### config.mk
export PLATFORM = sky130hd
export DESIGN_NAME = axil_reg_slave
export DESIGN_NICKNAME = d
export VERILOG_FILES = /design/src/rtl/axil_reg_slave.sv
export SDC_FILE = /design/constraint.sdc
export NUM_CORES = 1
export LEC_CHECK = 0
export BUFFER_PORTS_ARGS = -buffer_cell sky130_fd_sc_hd__buf_2
export CORE_AREA = 2 2 364 366
export DETAILED_ROUTE_END_ITERATION = 10
export DIE_AREA = 0 0 366 368
export PLACE_DENSITY = 0.4
export SETUP_SLACK_MARGIN = 0.2
export SKIP_CTS_REPAIR_TIMING = 1
export SLEW_MARGIN = 30
export SYNTH_ARGS = -nofsm -noshare
export SYNTH_HDL_FRONTEND = slang
export SYNTH_SLANG_ARGS = --single-unit
### constraint.sdc
create_clock -name clk -period 2.78 [get_ports clk]
set_input_delay 0.556 -clock clk [delete_from_list [all_inputs] [get_ports clk]]
set_output_delay 0.556 -clock clk [all_outputs]
set_load 0.02 [all_outputs]
### src/rtl/axil_reg_slave.sv
// axil_reg_slave: AXI4-Lite slave register bank.
// REG_NUM read/write control registers followed by STAT_NUM read-only status
// registers in word-index space. Unmapped indices answer DECERR, writes to
// status registers answer SLVERR. Write-commit and status-read pulses are
// exported so user logic can react to register traffic (e.g. clear-on-read).
module axil_reg_slave #(
    parameter int ADDR_WIDTH = 32,
    parameter int DATA_WIDTH = 32,
    parameter int REG_NUM    = 16,
    parameter int STAT_NUM   = 8
) (
    input  logic                           clk,
    input  logic                           rst_n,
    input  logic                           s_awvalid,
    output logic                           s_awready,
    input  logic [ADDR_WIDTH-1:0]          s_awaddr,
    input  logic [2:0]                     s_awprot,
    input  logic                           s_wvalid,
    output logic                           s_wready,
    input  logic [DATA_WIDTH-1:0]          s_wdata,
    input  logic [DATA_WIDTH/8-1:0]        s_wstrb,
    output logic                           s_bvalid,
    input  logic                           s_bready,
    output logic [1:0]                     s_bresp,
    input  logic                           s_arvalid,
    output logic                           s_arready,
    input  logic [ADDR_WIDTH-1:0]          s_araddr,
    input  logic [2:0]                     s_arprot,
    output logic                           s_rvalid,
    input  logic                           s_rready,
    output logic [DATA_WIDTH-1:0]          s_rdata,
    output logic [1:0]                     s_rresp,
    output logic [REG_NUM*DATA_WIDTH-1:0]  ctrl_reg,
    output logic [REG_NUM-1:0]             ctrl_wr_pulse,
    input  logic [STAT_NUM*DATA_WIDTH-1:0] stat_in,
    output logic [STAT_NUM-1:0]            stat_rd_pulse
);

    localparam int STRB_W   = DATA_WIDTH / 8;
    localparam int ADDR_LSB = $clog2(STRB_W);
    localparam int IDX_W    = ADDR_WIDTH - ADDR_LSB;

    localparam logic [1:0] RESP_OKAY   = 2'b00;
    localparam logic [1:0] RESP_SLVERR = 2'b10;
    localparam logic [1:0] RESP_DECERR = 2'b11;

    // Word index of a byte address; byte-offset bits are dropped.
    function automatic logic [IDX_W-1:0] addr_idx(input logic [ADDR_WIDTH-1:0] a);
        return a[ADDR_WIDTH-1:ADDR_LSB];
    endfunction

    // One-hot select of the control register addressed (all zero if not RW).
    function automatic logic [REG_NUM-1:0] rw_onehot(input logic [ADDR_WIDTH-1:0] a);
        logic [REG_NUM-1:0] oh;
        oh = '0;
        for (int i = 0; i < REG_NUM; i++) begin
            oh[i] = (addr_idx(a) == IDX_W'(i));
        end
        return oh;
    endfunction

    // One-hot select of the status register addressed (all zero if not RO).
    function automatic logic [STAT_NUM-1:0] ro_onehot(input logic [ADDR_WIDTH-1:0] a);
        logic [STAT_NUM-1:0] oh;
        oh = '0;
        for (int j = 0; j < STAT_NUM; j++) begin
            oh[j] = (addr_idx(a) == IDX_W'(REG_NUM + j));
        end
        return oh;
    endfunction

    // Write-path state
    logic                  aw_hold_r;
    logic [ADDR_WIDTH-1:0] aw_addr_r;
    logic                  w_hold_r;
    logic [DATA_WIDTH-1:0] w_data_r;
    logic [STRB_W-1:0]     w_strb_r;
    logic                  bvalid_r;
    logic [1:0]            bresp_r;
    logic [REG_NUM-1:0]    ctrl_wr_pulse_r;
    logic [DATA_WIDTH-1:0] ctrl_r [REG_NUM];

    // Read-path state
    logic                  rvalid_r;
    logic [DATA_WIDTH-1:0] rdata_r;
    logic [1:0]            rresp_r;
    logic [STAT_NUM-1:0]   stat_rd_pulse_r;

    // Write-path combinational helpers
    logic                  aw_hs_s;
    logic                  w_hs_s;
    logic                  commit_s;
    logic [REG_NUM-1:0]    commit_oh_s;
    logic                  commit_ro_s;
    logic                  aw_hold_nx_s;
    logic                  w_hold_nx_s;
    logic                  bvalid_nx_s;
    logic [ADDR_WIDTH-1:0] aw_addr_nx_s;
    logic [REG_NUM-1:0]    wr_pulse_nx_s;

    // Read-path combinational helpers
    logic                  ar_hs_s;
    logic [REG_NUM-1:0]    rd_rw_oh_s;
    logic [STAT_NUM-1:0]   rd_ro_oh_s;
    logic [DATA_WIDTH-1:0] rd_data_s;
    logic [1:0]            rd_resp_s;

    // Protection bits and byte offsets carry no meaning for this block.
    logic unused_s;
    assign unused_s = ^{s_awprot, s_arprot, s_awaddr[ADDR_LSB-1:0],
                        s_araddr[ADDR_LSB-1:0], aw_addr_r[ADDR_LSB-1:0]};

    assign aw_hs_s     = s_awvalid && !aw_hold_r && !bvalid_r;
    assign w_hs_s      = s_wvalid  && !w_hold_r  && !bvalid_r;
    assign commit_s    = aw_hold_r && w_hold_r && !bvalid_r;
    assign commit_oh_s = rw_onehot(aw_addr_r);
    assign commit_ro_s = |ro_onehot(aw_addr_r);
    assign aw_addr_nx_s = aw_hs_s ? s_awaddr : aw_addr_r;

    // Next-state of holds/bvalid, used to register the commit pulse so it is
    // high exactly during the commit cycle rather than one cycle late.
    always_comb begin
        if (commit_s) begin
            aw_hold_nx_s = 1'b0;
        end else if (aw_hs_s) begin
            aw_hold_nx_s = 1'b1;
        end else begin
            aw_hold_nx_s = aw_hold_r;
        end

        if (commit_s) begin
            w_hold_nx_s = 1'b0;
        end else if (w_hs_s) begin
            w_hold_nx_s = 1'b1;
        end else begin
            w_hold_nx_s = w_hold_r;
        end

        if (commit_s) begin
            bvalid_nx_s = 1'b1;
        end else if (bvalid_r && s_bready) begin
            bvalid_nx_s = 1'b0;
        end else begin
            bvalid_nx_s = bvalid_r;
        end

        if (aw_hold_nx_s && w_hold_nx_s && !bvalid_nx_s) begin
            wr_pulse_nx_s = rw_onehot(aw_addr_nx_s);
        end else begin
            wr_pulse_nx_s = '0;
        end
    end

    // AW/W holding registers, write response and commit pulse.
    always_ff @(posedge clk or negedge rst_n) begin
        if (!rst_n) begin
            aw_hold_r       <= 1'b0;
            aw_addr_r       <= '0;
            w_hold_r        <= 1'b0;
            w_data_r        <= '0;
            w_strb_r        <= '0;
            bvalid_r        <= 1'b0;
            bresp_r         <= RESP_OKAY;
            ctrl_wr_pulse_r <= '0;
        end else begin
            aw_hold_r       <= aw_hold_nx_s;
            w_hold_r        <= w_hold_nx_s;
            bvalid_r        <= bvalid_nx_s;
            ctrl_wr_pulse_r <= wr_pulse_nx_s;
            if (aw_hs_s) begin
                aw_addr_r <= s_awaddr;
            end
            if (w_hs_s) begin
                w_data_r <= s_wdata;
                w_strb_r <= s_wstrb;
            end
            if (commit_s) begin
                if (|commit_oh_s) begin
                    bresp_r <= RESP_OKAY;
                end else if (commit_ro_s) begin
                    bresp_r <= RESP_SLVERR;
                end else begin
                    bresp_r <= RESP_DECERR;
                end
            end
        end
    end

    // Control registers: byte-wise update on commit to an RW index.
    always_ff @(posedge clk or negedge rst_n) begin
        if (!rst_n) begin
            for (int i = 0; i < REG_NUM; i++) begin
                ctrl_r[i] <= '0;
            end
        end else begin
            for (int i = 0; i < REG_NUM; i++) begin
                for (int b = 0; b < STRB_W; b++) begin
                    if (commit_s && commit_oh_s[i] && w_strb_r[b]) begin
                        ctrl_r[i][b*8 +: 8] <= w_data_r[b*8 +: 8];
                    end
                end
            end
        end
    end

    assign ar_hs_s    = s_arvalid && !rvalid_r;
    assign rd_rw_oh_s = rw_onehot(s_araddr);
    assign rd_ro_oh_s = ro_onehot(s_araddr);

    // Read data mux: AND-OR over one-hot selects, zero when unmapped.
    always_comb begin
        rd_data_s = '0;
        for (int i = 0; i < REG_NUM; i++) begin
            rd_data_s = rd_data_s | ({DATA_WIDTH{rd_rw_oh_s[i]}} & ctrl_r[i]);
        end
        for (int j = 0; j < STAT_NUM; j++) begin
            rd_data_s = rd_data_s |
                        ({DATA_WIDTH{rd_ro_oh_s[j]}} & stat_in[j*DATA_WIDTH +: DATA_WIDTH]);
        end
        if ((|rd_rw_oh_s) || (|rd_ro_oh_s)) begin
            rd_resp_s = RESP_OKAY;
        end else begin
            rd_resp_s = RESP_DECERR;
        end
    end

    // Read response register; data held stable until the R handshake.
    always_ff @(posedge clk or negedge rst_n) begin
        if (!rst_n) begin
            rvalid_r        <= 1'b0;
            rdata_r         <= '0;
            rresp_r         <= RESP_OKAY;
            stat_rd_pulse_r <= '0;
        end else begin
            if (ar_hs_s) begin
                rvalid_r        <= 1'b1;
                rdata_r         <= rd_data_s;
                rresp_r         <= rd_resp_s;
                stat_rd_pulse_r <= rd_ro_oh_s;
            end else begin
                stat_rd_pulse_r <= '0;
                if (rvalid_r && s_rready) begin
                    rvalid_r <= 1'b0;
                end
            end
        end
    end

    assign s_awready     = !aw_hold_r && !bvalid_r;
    assign s_wready      = !w_hold_r && !bvalid_r;
    assign s_bvalid      = bvalid_r;
    assign s_bresp       = bresp_r;
    assign s_arready     = !rvalid_r;
    assign s_rvalid      = rvalid_r;
    assign s_rdata       = rdata_r;
    assign s_rresp       = rresp_r;
    assign ctrl_wr_pulse = ctrl_wr_pulse_r;
    assign stat_rd_pulse = stat_rd_pulse_r;

    for (genvar gi = 0; gi < REG_NUM; gi++) begin : g_ctrl_flat
        assign ctrl_reg[gi*DATA_WIDTH +: DATA_WIDTH] = ctrl_r[gi];
    end

endmodule

After elaboration in Yosys (flattened, before gate mapping)

Index checks and enable logic that the tools add are counted.

Word-level logic and storage cells: 306
Output and inout port bits: 577
Flip-flop bits (word level): 644

Reduce and logical (&&, ||, !) cells: 107
Equality and inequality tests: 61
Mux-type cells: 14
Bitwise operators: 47

Operator list:

| cell                | number |
|---|---|
| $and 32x32->32      | 24 |
| $or 32x32->32       | 23 |
| $eq 30x4->1 const B | 24 |
| $eq 30x5->1 const B | 16 |
| $eq 30x3->1 const B | 12 |
| $eq 30x2->1 const B | 6 |
| $logic_and 1x1->1   | 93 |
| $eq 30x1->1 const B | 3 |
| $logic_not 30->1    | 3 |
| $mux 32             | 1 |
| $reduce_or 16->1    | 2 |
| $mux 16             | 1 |
| $reduce_or 8->1     | 2 |
| $mux 1              | 9 |
| $mux 8              | 1 |
| $logic_not 1->1     | 5 |
| $mux 2              | 2 |
| $reduce_bool 2->1   | 1 |
| $logic_or 1x1->1    | 1 |

Longest topological paths before layout

Gate-level depths: netlist (run 1).

Depth after elaboration: 25
Mapped depth: 11
Mapped depth without buffers: 6

Worst setup path after synthesis (run 1)

No wires, ideal clock.

Kind: input -> register
From: in s_awvalid
To: reg ctrl_wr_pulse_r[13], in the netlist ctrl_wr_pulse[13]
Library setup time: 74 ps
Required time: 2706 ps
Path buffers: 1
Path slack: 387 ps
Stages on the path: 7
Data arrival time: 2318 ps
Cell sequence: nor3b_2 -> clkbuf_1 -> mux2_2 -> nor4_1 -> and4_1 -> nand4_1 -> nor2_1

Elaborated cells between the ends (all ways): 9
Classes of those cells: eq/ne (1); mux (4); reduce/logical (4)

RTL lines:

| element                        | RTL line | source |
|---|---|---|
| start, declared                | 14       | `input logic s_awvalid,` |
| $logic_and 1x1->1 (2 in a row) | 113      | `assign aw_hs_s = s_awvalid && !aw_hold_r && !bvalid_r;` |
| $mux 32                        | n/a      |  |
| named net aw_addr_nx_s[29]     | 98       | `logic [ADDR_WIDTH-1:0] aw_addr_nx_s;` |
| $eq 30x4->1                    | 57       | `oh[i] = (addr_idx(a) == IDX_W'(i));` |
| $mux 16                        | 147      | `if (aw_hold_nx_s && w_hold_nx_s && !bvalid_nx_s) begin` |
| named net wr_pulse_nx_s[13]    | 99       | `logic [REG_NUM-1:0] wr_pulse_nx_s;` |
| end signal, assigned           | 169      | `ctrl_wr_pulse_r <= wr_pulse_nx_s;` |
| end, declared                  | 80       | `logic [REG_NUM-1:0] ctrl_wr_pulse_r;` |

The timed path passes the listed nets, and every way through them passes these cells.
A chain may end at the register's enable or synchronous reset.

Final worst setup path (run 1)

From: reg aw_addr_r[30]
To: reg ctrl_r, in the netlist ctrl_reg[480]

Cells in the longest elaborated chain, start to end: 3

RTL lines:

| element                        | RTL line | source |
|---|---|---|
| start, declared                | 74       | `logic [ADDR_WIDTH-1:0] aw_addr_r;` |
| start signal, assigned         | 171      | `aw_addr_r <= s_awaddr;` |
| $eq 30x4->1                    | 57       |  |
| $logic_and 1x1->1 (2 in a row) | 198      | `if (commit_s && commit_oh_s[i] && w_strb_r[b]) begin` |
| end signal, assigned by index  | 199      | `ctrl_r[i][b*8 +: 8] <= w_data_r[b*8 +: 8];` |
| end, declared                  | 81       | `logic [DATA_WIDTH-1:0] ctrl_r [REG_NUM];` |

Every way passes these cells.

==> results of run 1 <==
-- cell families after synthesis --
family	count (synthesis)
mux	676
flops	641
compound gates	473
simple gates	410
buf+inv	181
-- synthesized netlist by cell type, types with 11 or more instances --
cell type  count
o22ai_1       21
mux2i_1       54
nor3_1        20
nand3_1       45
a31oi_1       35
nor4_1        32
buf_1         20
mux2_1       105
a21oi_1       47
and3_1        21
a22oi_1      141
dfrtp_1      641
a222oi_1      16
nand4_1       11
mux2_2       509
a221oi_1      30
buf_2         49
o32a_1        13
nand2_1      103
a32oi_1       19
nand2_4       20
nor3_2        13
a22o_1        32
o32ai_1       12
o21ai_0       36
nor2_1        67
clkbuf_1      96
nor4_2        12
-- layout by cell type, fill, tap and decap left out, drive strengths merged, types with 19 or more instances in the layout --
cell type | netlist | final
a21oi | 47 | 47
a221oi | 30 | 30
a22o | 32 | 32
a22oi | 141 | 141
a31oi | 35 | 35
a32oi | 19 | 19
and3 | 21 | 21
buf | 73 | 1303
clkbuf | 96 | 126
dfrtp | 641 | 641
mux2 | 614 | 614
mux2i | 54 | 54
nand2 | 128 | 128
nand3 | 45 | 45
nor2 | 69 | 69
nor3 | 38 | 38
nor4 | 48 | 48
o21ai | 37 | 37
o22ai | 21 | 21
-- layout make-up --
cell class | instances | area, um^2 | area share
Inverter | 12 | 45.0 | 0.00103
Sequential cell | 641 | 16000 | 0.368
Timing Repair Buffer | 1305 | 8560 | 0.196
Antenna cell | 12 | 30.0 | 0.000689
Clock inverter | 21 | 228 | 0.00522
Tap cell | 1755 | 2200 | 0.0504
Multi-Input combinational cell | 1559 | 14000 | 0.322
Clock buffer | 125 | 2460 | 0.0565
-- layer usage --
layer / part of all wire / vias up
met3: 0.070 / 362
met2: 0.46 / 1392
met1: 0.42 / 15069
met4: 0.040 / 36
li1: - / 11654
met5: 0.0011 / -
-- worst min-delay path by stage --
stage | start | to | slack (ps) | cells past startpoint
after global placement | s_rdata[10]$_DFFE_PN0P_ | s_rdata[10]$_DFFE_PN0P_ | 480 | 1
after detailed placement | s_rdata[10]$_DFFE_PN0P_ | s_rdata[10]$_DFFE_PN0P_ | 490 | 1
after floorplan | rst_n | aw_addr_r[10]$_DFF_PN0_ | 260 | 0
after CTS | rst_n | ctrl_reg[190]$_DFFE_PN0P_ | -200 | 1
final | s_rready | s_rvalid$_DFFE_PN0P_ | 70 | 2
after global routing | s_rready | s_rvalid$_DFFE_PN0P_ | 60 | 2
-- per-stage QoR --
stage	setup slack (ps)	utilization	total power [W]	setup TNS (ps)	std cells
after global routing	196	0.333	0.0274	0	5427
after global placement	-288	0.311	0.0156	-6360	5267
after floorplan	387	-	0.0130	0	2381
final	274	0.333	0.0265	0	5430
after CTS	38.9	0.332	0.0265	0	5413
after detailed placement	-285	0.311	0.0156	-5820	5267
-- power by group through the flow --
| stage | Clock, W | Combinational (W) | Sequential, W |
|---|---|---|---|
| after floorplan | 0 | 0.00224 | 0.0107 |
| after global placement | 0 | 0.00364 | 0.0119 |
| after detailed placement | 0 | 0.00366 | 0.0119 |
| after CTS | 0.0111 | 0.00367 | 0.0117 |
| after global routing | 0.0115 | 0.00398 | 0.0119 |
| final | 0.0109 | 0.00374 | 0.0118 |
==> qor.yml, run 1 <==
placed_design:
  place_area_mm2: 0.0407
  routabilityCongestion: 0.939
  detailed_place_hpwl_mm: 160
  portBuffers: 935
global_route:
  grt_pass1_vias: 28763
  gr-usage-all-layers: 0.299
  use_met1: 0.389
  grt.busiest_layer: "met2"
  grt_antenna_before_repair: 44
  grt_max_degree: 61
  met2_usage: 0.483
  gr-total-overflow: 0
  met3_usage: 0.0688
  grt_pass1_wl_mm: 272
floorplan:
  start_util: 0.233
  rows: 133
  die_y_um: 368
  die_area_mm2: 0.135
  die_w_um: 366
  ioPinCount: 946
  core_area_mm2: 0.131
synth:
  synthFlopType: "dfrtp_1"
  syn_nets: 2750
  synth_top_cell_by_area: "dfrtp_1"
  synthAdderAreaFrac: 0
  synth_edf_count: 0
  synthXorXnorAreaFrac: 0
  ys_seq_elements: 641
  ys_async_sr_fraction: 1.00
  synth.top_cell.area_share: 0.526
  ys_seq_area_frac: 0.526
  netlist_area_mm2: 0.0305
  yosysWarnings: 0
  synth_top_family_by_area: "multiplexers"
  synth_compound_area_frac: 0.116
  synth_area_leaders: "dfrtp_1, mux2_2, mux2_1"
  yosysUniqueCellTypes: 75
  avgSynthCellArea_um2: 12.8
  synth.mux.area_fraction: 0.251
  syn-instance-count: 2381
  synthSimpleGateAreaFrac: 0.0816
power_and_ir_drop:
  p_int_w: 0.0179
  p_switching_w: 0.00861
  p_seq_frac: 0.446
  combPwrFrac: 0.141
  vdd.ir_drop.worst_mv: 0.476
  p_per_area_mw_per_mm2: 608
  switching_share: 0.325
  p_clk_frac: 0.413
  p_leak_nw: 22.5
worst_setup_path:
  regToRegEndpoint: "ctrl_reg[480]$_DFFE_PN0P_"
  cp_slowest_cell: "dfrtp_1"
  path_class: "register to register"
  ff2ff_setup_slack_ps: 270
  r2r-start: "aw_addr_r[30]$_DFF_PN0_"
  crit_buf_inv: 3
  r2r_cells: 9
  startpoint_type: "register"
  crit_family: "simple AND/OR/NAND/NOR gates"
  max_stage_delay_ps: 370
  crit_fanout: 8
  cp_data_required_time_ps: 3330
  cp-end-kind: "register"
  endpoint: "ctrl_reg[480]$_DFFE_PN0P_"
  worstPathCellList: "nor4_1 -> and4_4 -> nand4_4 -> buf_12 -> nor3_4 -> buf_4 -> nand2_1 -> buf_12 -> mux2_2"
  startpoint: "aw_addr_r[30]$_DFF_PN0_"
  path_depth: 9
  crit_arrival_ps: 3060
  crit_top_cell: "buf_12"
layout:
  largest_reg_flops: 512
  stdcell_area_mm2: 0.0436
  fillers: 13574
  fin_nets: 3968
  drive_gt1_frac: 0.562
  area_delta_synth_final_pct: 43.1
route:
  dr.pass1.iters: 7
  drcViolationCount: 0
  wl_per_cell_um: 38.1
  wl_mm: 207
  vias: 28513
  viasPerCell: 5.25
  initialDrtViolationCount: 2718
  drtAntennaViolNets: 0
sta:
  clock_skew_ps: 32.0
  setup_viol: 0
  worst_pin_slew_ps: 1010
  rsz0062_at_grt: "false"
  hold_ws_ps: 65.3
  hold_viol: 0
  slew_headroom: 0.325
  maxSlewViolCount: 0
  min_period_over_period: 0.901
  fmax_mhz: 399
  layout_min_cycle_time_ps: 2510
min_path:
  hold_path.class: "primary input to register"
cts:
  cts_buffer_depth: 3
  clkSinkCount: 641
  clock_latency_ps: 700
  htree_levels: 3
  cts-root-buf: "clkbuf_16"
  numCtsBuffers: 80
  cts_tree: "built"
  path_clk_slew_ps: 50
outcome:
  status: "finished clean"
flow_run:
  maxCapViolCount: 0
(Power assumes the default switching activity.)
==> run 2: changes to the inputs <==
PLACE_DENSITY = 0.43   (was 0.4)
==> qor.yml, run 2 (synthesized netlist as in run 1, its figures left out) <==
worst_setup_path:
  startpoint_type: "register"
  regToRegEndpoint: "ctrl_reg[406]$_DFFE_PN0P_"
  r2r_cells: 8  # -1
  r2r-start: "aw_addr_r[30]$_DFF_PN0_"
  ff2ff_setup_slack_ps: 330  # +50 ps
  crit_fanout: 8  # unchanged
  startpoint: "aw_addr_r[30]$_DFF_PN0_"
  crit_arrival_ps: 3020  # -40 ps
  cp_data_required_time_ps: 3350  # +20 ps
  path_class: "register to register"
  endpoint: "ctrl_reg[406]$_DFFE_PN0P_"
  cp-end-kind: "register"
power_and_ir_drop:
  combPwrFrac: 0.140  # about the same
  vdd.ir_drop.worst_mv: 0.478  # +0.45%
  p_int_w: 0.0179  # +0.16%
  p_seq_frac: 0.445  # about the same
  p_leak_nw: 22.6  # +0.14%
  switching_share: 0.330  # +0.00514
  p_per_area_mw_per_mm2: 611  # +0.55%
  p_switching_w: 0.00882  # +2.5%
  p_clk_frac: 0.415  # +0.002
cts:
  cts_tree: "built"
  path_clk_slew_ps: 60  # about the same
  cts_buffer_depth: 3  # unchanged
  htree_levels: 3  # unchanged
  cts-root-buf: "clkbuf_16"
  clock_latency_ps: 710  # about the same
  numCtsBuffers: 83  # +3.8%
  clkSinkCount: 641  # unchanged
global_route:
  gr-usage-all-layers: 0.308  # +0.00883
  grt_max_degree: 55  # -9.8%
  gr-total-overflow: 0  # unchanged
  grt_pass1_vias: 28734  # -0.10%
  grt_pass1_wl_mm: 279  # +2.3%
  grt_antenna_before_repair: 46  # +4.5%
layout:
  layout_commonest_cell: "buf_2"
  stdcell_area_mm2: 0.0438  # +0.38%
  largest_reg_flops: 512  # unchanged
  drive_gt1_frac: 0.565  # +0.00304
  area_delta_synth_final_pct: 43.7
  fin_nets: 3988  # +0.50%
  layout_common_cells: "buf_2, dfrtp_1, mux2_2"
floorplan:
  die_area_mm2: 0.135  # unchanged
  start_util: 0.233  # unchanged
  die_w_um: 366  # unchanged
  core_area_mm2: 0.131  # unchanged
  rows: 133  # unchanged
  die_y_um: 368  # unchanged
  ioPinCount: 946  # unchanged
sta:
  clock_skew_ps: 33.4  # +1.40 ps
  hold_ws_ps: 68.0  # +2.68 ps
  rsz0062_at_grt: "false"
  min_period_over_period: 0.882  # -0.0194
  hold_viol: 0  # unchanged
  layout_min_cycle_time_ps: 2450  # -54.1 ps
  maxSlewViolCount: 0  # unchanged
  setup_slack_ps: 328  # +54.1 ps
  setup_viol: 0  # unchanged
  fmax_mhz: 408  # +2.2%
  worst_pin_slew_ps: 927  # -83.9 ps
  slew_headroom: 0.382  # +0.0573
placed_design:
  place_area_mm2: 0.0408  # +0.25%
  detailed_place_hpwl_mm: 166  # +3.4%
  routabilityCongestion: 0.919  # -2.1%
  portBuffers: 935  # unchanged
  pre_cts_ws_ps: -444  # -158 ps
flow_run:
  maxCapViolCount: 0  # unchanged
route:
  initialDrtViolationCount: 2991  # +10%
  vias: 28989  # +1.7%
  dr.pass1.iters: 10  # +3
  drtAntennaViolNets: 0  # unchanged
  wl_per_cell_um: 39.2  # +2.8%
  viasPerCell: 5.31  # +1.1%
  drcViolationCount: 0  # unchanged
  wl_mm: 214  # +3.4%
min_path:
  hold_path.class: "primary input to register"
outcome:
  status: "finished clean"
## run 2: changes by cell type in the layout (fill, tap and decap cells not counted), sizes merged
cell	delta
clkinv	+5
clkinvlp	+1
diode	+8
clkbuf	-4
buf	+17
inv	+2
## run 2: cell type report
class / count / area (um^2)
Sequential cell: 641 / 16000
Clock inverter: 29 / 297
Tap cell: 1755 / 2200
Clock buffer: 121 / 2440
Multi-Input combinational cell: 1559 / 14000
Fill cell: 13517 / 87000
Timing Repair Buffer: 1322 / 8690
Inverter: 12 / 45.0
Antenna cell: 20 / 50.0
## run 2: worst max-delay path, stage by stage (launching register included)
cell and delay, ps:
dfrtp_1 390, nor4_2 300, and4_4 320, nand4b_4 120, buf_12 170, nor3_4 190
buf_12 170, nand2_4 200, mux2_1 440
## run 2: routing by layer
layer  global-route usage  routed length (um)
met3                0.102               20200
met1                0.392               87600
met4                0.116                8620
met5                    0                 264
met2                0.484               97400
## run 2: worst min path at each step
stage,from,endpoint,slack [ps],depth (start not counted)
global route,s_rready,s_rvalid$_DFFE_PN0P_,40,2
floorplan,rst_n,aw_addr_r[10]$_DFF_PN0_,260,0
detailed placement,s_rdata[14]$_DFFE_PN0P_,s_rdata[14]$_DFFE_PN0P_,490,1
finish,s_rready,s_rvalid$_DFFE_PN0P_,70,2
CTS,rst_n,ctrl_reg[110]$_DFFE_PN0P_,-160,1
global placement,s_rdata[13]$_DFFE_PN0P_,s_rdata[13]$_DFFE_PN0P_,470,2
## run 2: metrics by stage
stage | total power [W] | setup TNS (ps) | cells | util
after floorplan | 0.0130 | 0 | 2381 | -
after detailed placement | 0.0157 | -6600 | 5284 | 0.312
final | 0.0267 | 0 | 5459 | 0.335
after CTS | 0.0268 | 0 | 5434 | 0.333
after global placement | 0.0156 | -6530 | 5284 | 0.312
after global routing | 0.0276 | 0 | 5447 | 0.334
## run 2: power groups by stage
stage	combinational, W	sequential (W)	clock [W]
4_1_cts	0.00368	0.0118	0.0112
3_5_place_dp	0.00367	0.0120	0
2_1_floorplan	0.00224	0.0107	0
3_3_place_gp	0.00365	0.0120	0
5_1_grt	0.00396	0.0120	0.0116
6_report	0.00374	0.0119	0.0111
==> run 3: changes to the inputs <==
RECOVER_POWER = 100   (was default)
==> qor.yml, run 3 (synthesized netlist as in run 1, its figures left out) <==
sta:
  fmax_mhz: 388  # -4.8%
  hold_ws_ps: 64.0  # -4.04 ps
  setup_slack_ps: 205  # -123 ps
  layout_min_cycle_time_ps: 2580  # +123 ps
  setup_viol: 0  # unchanged
  maxSlewViolCount: 0  # unchanged
  min_period_over_period: 0.926  # +0.0443
  clock_skew_ps: 35.1  # +1.76 ps
  hold_viol: 0  # unchanged
  worst_pin_slew_ps: 1440  # +512 ps
  slew_headroom: 0.0407  # -0.341
  rsz0062_at_grt: "false"
layout:
  stdcell_area_mm2: 0.0426  # -2.6%
  fin_util: 0.326  # -0.00882
  largest_reg_flops: 512  # unchanged
  area_delta_synth_final_pct: 39.9
  drive_gt1_frac: 0.392  # -0.173
  layout_common_cells: "dfrtp_1, clkbuf_1, mux2_2"
  fin_nets: 3988  # unchanged
  layout_commonest_cell: "dfrtp_1"
floorplan:
  rows: 133  # unchanged
  core_area_mm2: 0.131  # unchanged
  start_util: 0.233  # unchanged
  ioPinCount: 946  # unchanged
  die_w_um: 366  # unchanged
  die_area_mm2: 0.135  # unchanged
  die_y_um: 368  # unchanged
cts:
  numCtsBuffers: 83  # unchanged
  cts_buffer_depth: 3  # unchanged
  htree_levels: 3  # unchanged
  clock_latency_ps: 710  # about the same
  cts-root-buf: "clkbuf_16"
  clkSinkCount: 641  # unchanged
  cts_tree: "built"
  path_clk_slew_ps: 50  # about the same
worst_setup_path:
  crit_buf_inv: 3  # +1
  cp-end-kind: "register"
  crit_fanout: 8  # unchanged
  crit_family: "simple AND/OR/NAND/NOR gates"
  max_stage_delay_ps: 380  # -60 ps
  path_class: "register to register"
  startpoint_type: "register"
  worstPathCellList: "nor4_1 -> and4_4 -> nand4_4 -> buf_12 -> nor3_2 -> clkbuf_2 -> nand2_1 -> buf_4 -> mux2_1"
  crit_arrival_ps: 3140  # +120 ps
  cp_slowest_cell: "dfrtp_1"
  cp_data_required_time_ps: 3350  # about the same
outcome:
  status: "finished clean"
placed_design:
  place_area_mm2: 0.0408  # unchanged
  pre_cts_ws_ps: -444  # unchanged
  portBuffers: 935  # unchanged
  routabilityCongestion: 0.919  # unchanged
  detailed_place_hpwl_mm: 166  # unchanged
route:
  drtAntennaViolNets: 0  # unchanged
  wl_mm: 214  # about the same
  dr.pass1.iters: 9  # -1
  viasPerCell: 5.33  # +0.38%
  initialDrtViolationCount: 3036  # +1.5%
  drcViolationCount: 0  # unchanged
  vias: 29082  # +0.32%
  wl_per_cell_um: 39.3  # +0.12%
power_and_ir_drop:
  power_w: 0.0266  # -0.55%
  vdd.ir_drop.worst_mv: 0.492  # +3.1%
  p_per_area_mw_per_mm2: 624  # +2.1%
  p_leak_nw: 19.8  # -12%
global_route:
  use_met1: 0.392  # unchanged
  met2_usage: 0.484  # unchanged
  met3_usage: 0.102  # unchanged
  grt_pass1_wl_mm: 279  # unchanged
  grt.busiest_layer: "met2"
  grt_antenna_before_repair: 46  # unchanged
  grt_max_degree: 55  # unchanged
  gr-total-overflow: 0  # unchanged
  gr-usage-all-layers: 0.308  # unchanged
  grt_pass1_vias: 28734  # unchanged
flow_run:
  maxCapViolCount: 0  # unchanged
min_path:
  hold_path.class: "primary input to register"
## run 3: cell count changes in the layout (fill, tap and decap cells not counted), sizes merged
cell          previous run  this run
buf                   1320       691
clkbuf                 122       750
diode                   20        17
dlymetal6s4s             0         1
## run 3: final timing paths
check                                        start                   endpoint  slack (ps)  cells after the start
setup / recovery           aw_addr_r[30]$_DFF_PN0_  ctrl_reg[230]$_DFFE_PN0P_         200                      9
hold / removal                            s_rready       s_rvalid$_DFFE_PN0P_          60                      2
setup reg to reg           aw_addr_r[30]$_DFF_PN0_  ctrl_reg[230]$_DFFE_PN0P_         200                      9
hold reg to reg            s_rdata[19]$_DFFE_PN0P_    s_rdata[19]$_DFFE_PN0P_         510                      1
max in group asynchronous                    rst_n  ctrl_reg[126]$_DFFE_PN0P_         430                      3
min in group asynchronous                    rst_n   w_data_r[12]$_DFFE_PN0P_         420                      2
## run 3: metal layers
| layer | up-vias | part of all wire |
|---|---|---|
| met5 | - | 0.0012 |
| met4 | 36 | 0.044 |
| met3 | 411 | 0.097 |
| met2 | 1783 | 0.45 |
| met1 | 15178 | 0.41 |
| li1 | 11674 | - |
## run 3: area by class of cell
cell class / instances / area (um^2)
Inverter: 12 / 45.0
Fill cell: 13842 / 88200
Timing Repair Buffer: 1322 / 7640
Sequential cell: 641 / 16000
Antenna cell: 17 / 42.5
Tap cell: 1755 / 2200
Clock inverter: 29 / 297
Clock buffer: 121 / 2440
Multi-Input combinational cell: 1559 / 13900
## run 3: metrics by stage
stage,std cells,TNS [ps]
2_1_floorplan,2381,0
3_3_place_gp,5284,-6530
3_5_place_dp,5284,-6600
4_1_cts,5434,0
5_1_grt,5447,0
6_report,5456,0
## run 3: report_power, final
group	switching [W]	internal (W)	total (W)
clock network	0.00464	0.00647	0.0111
registers	0.00198	0.00992	0.0119
logic	0.00219	0.00140	0.00359
total	0.00881	0.0178	0.0266
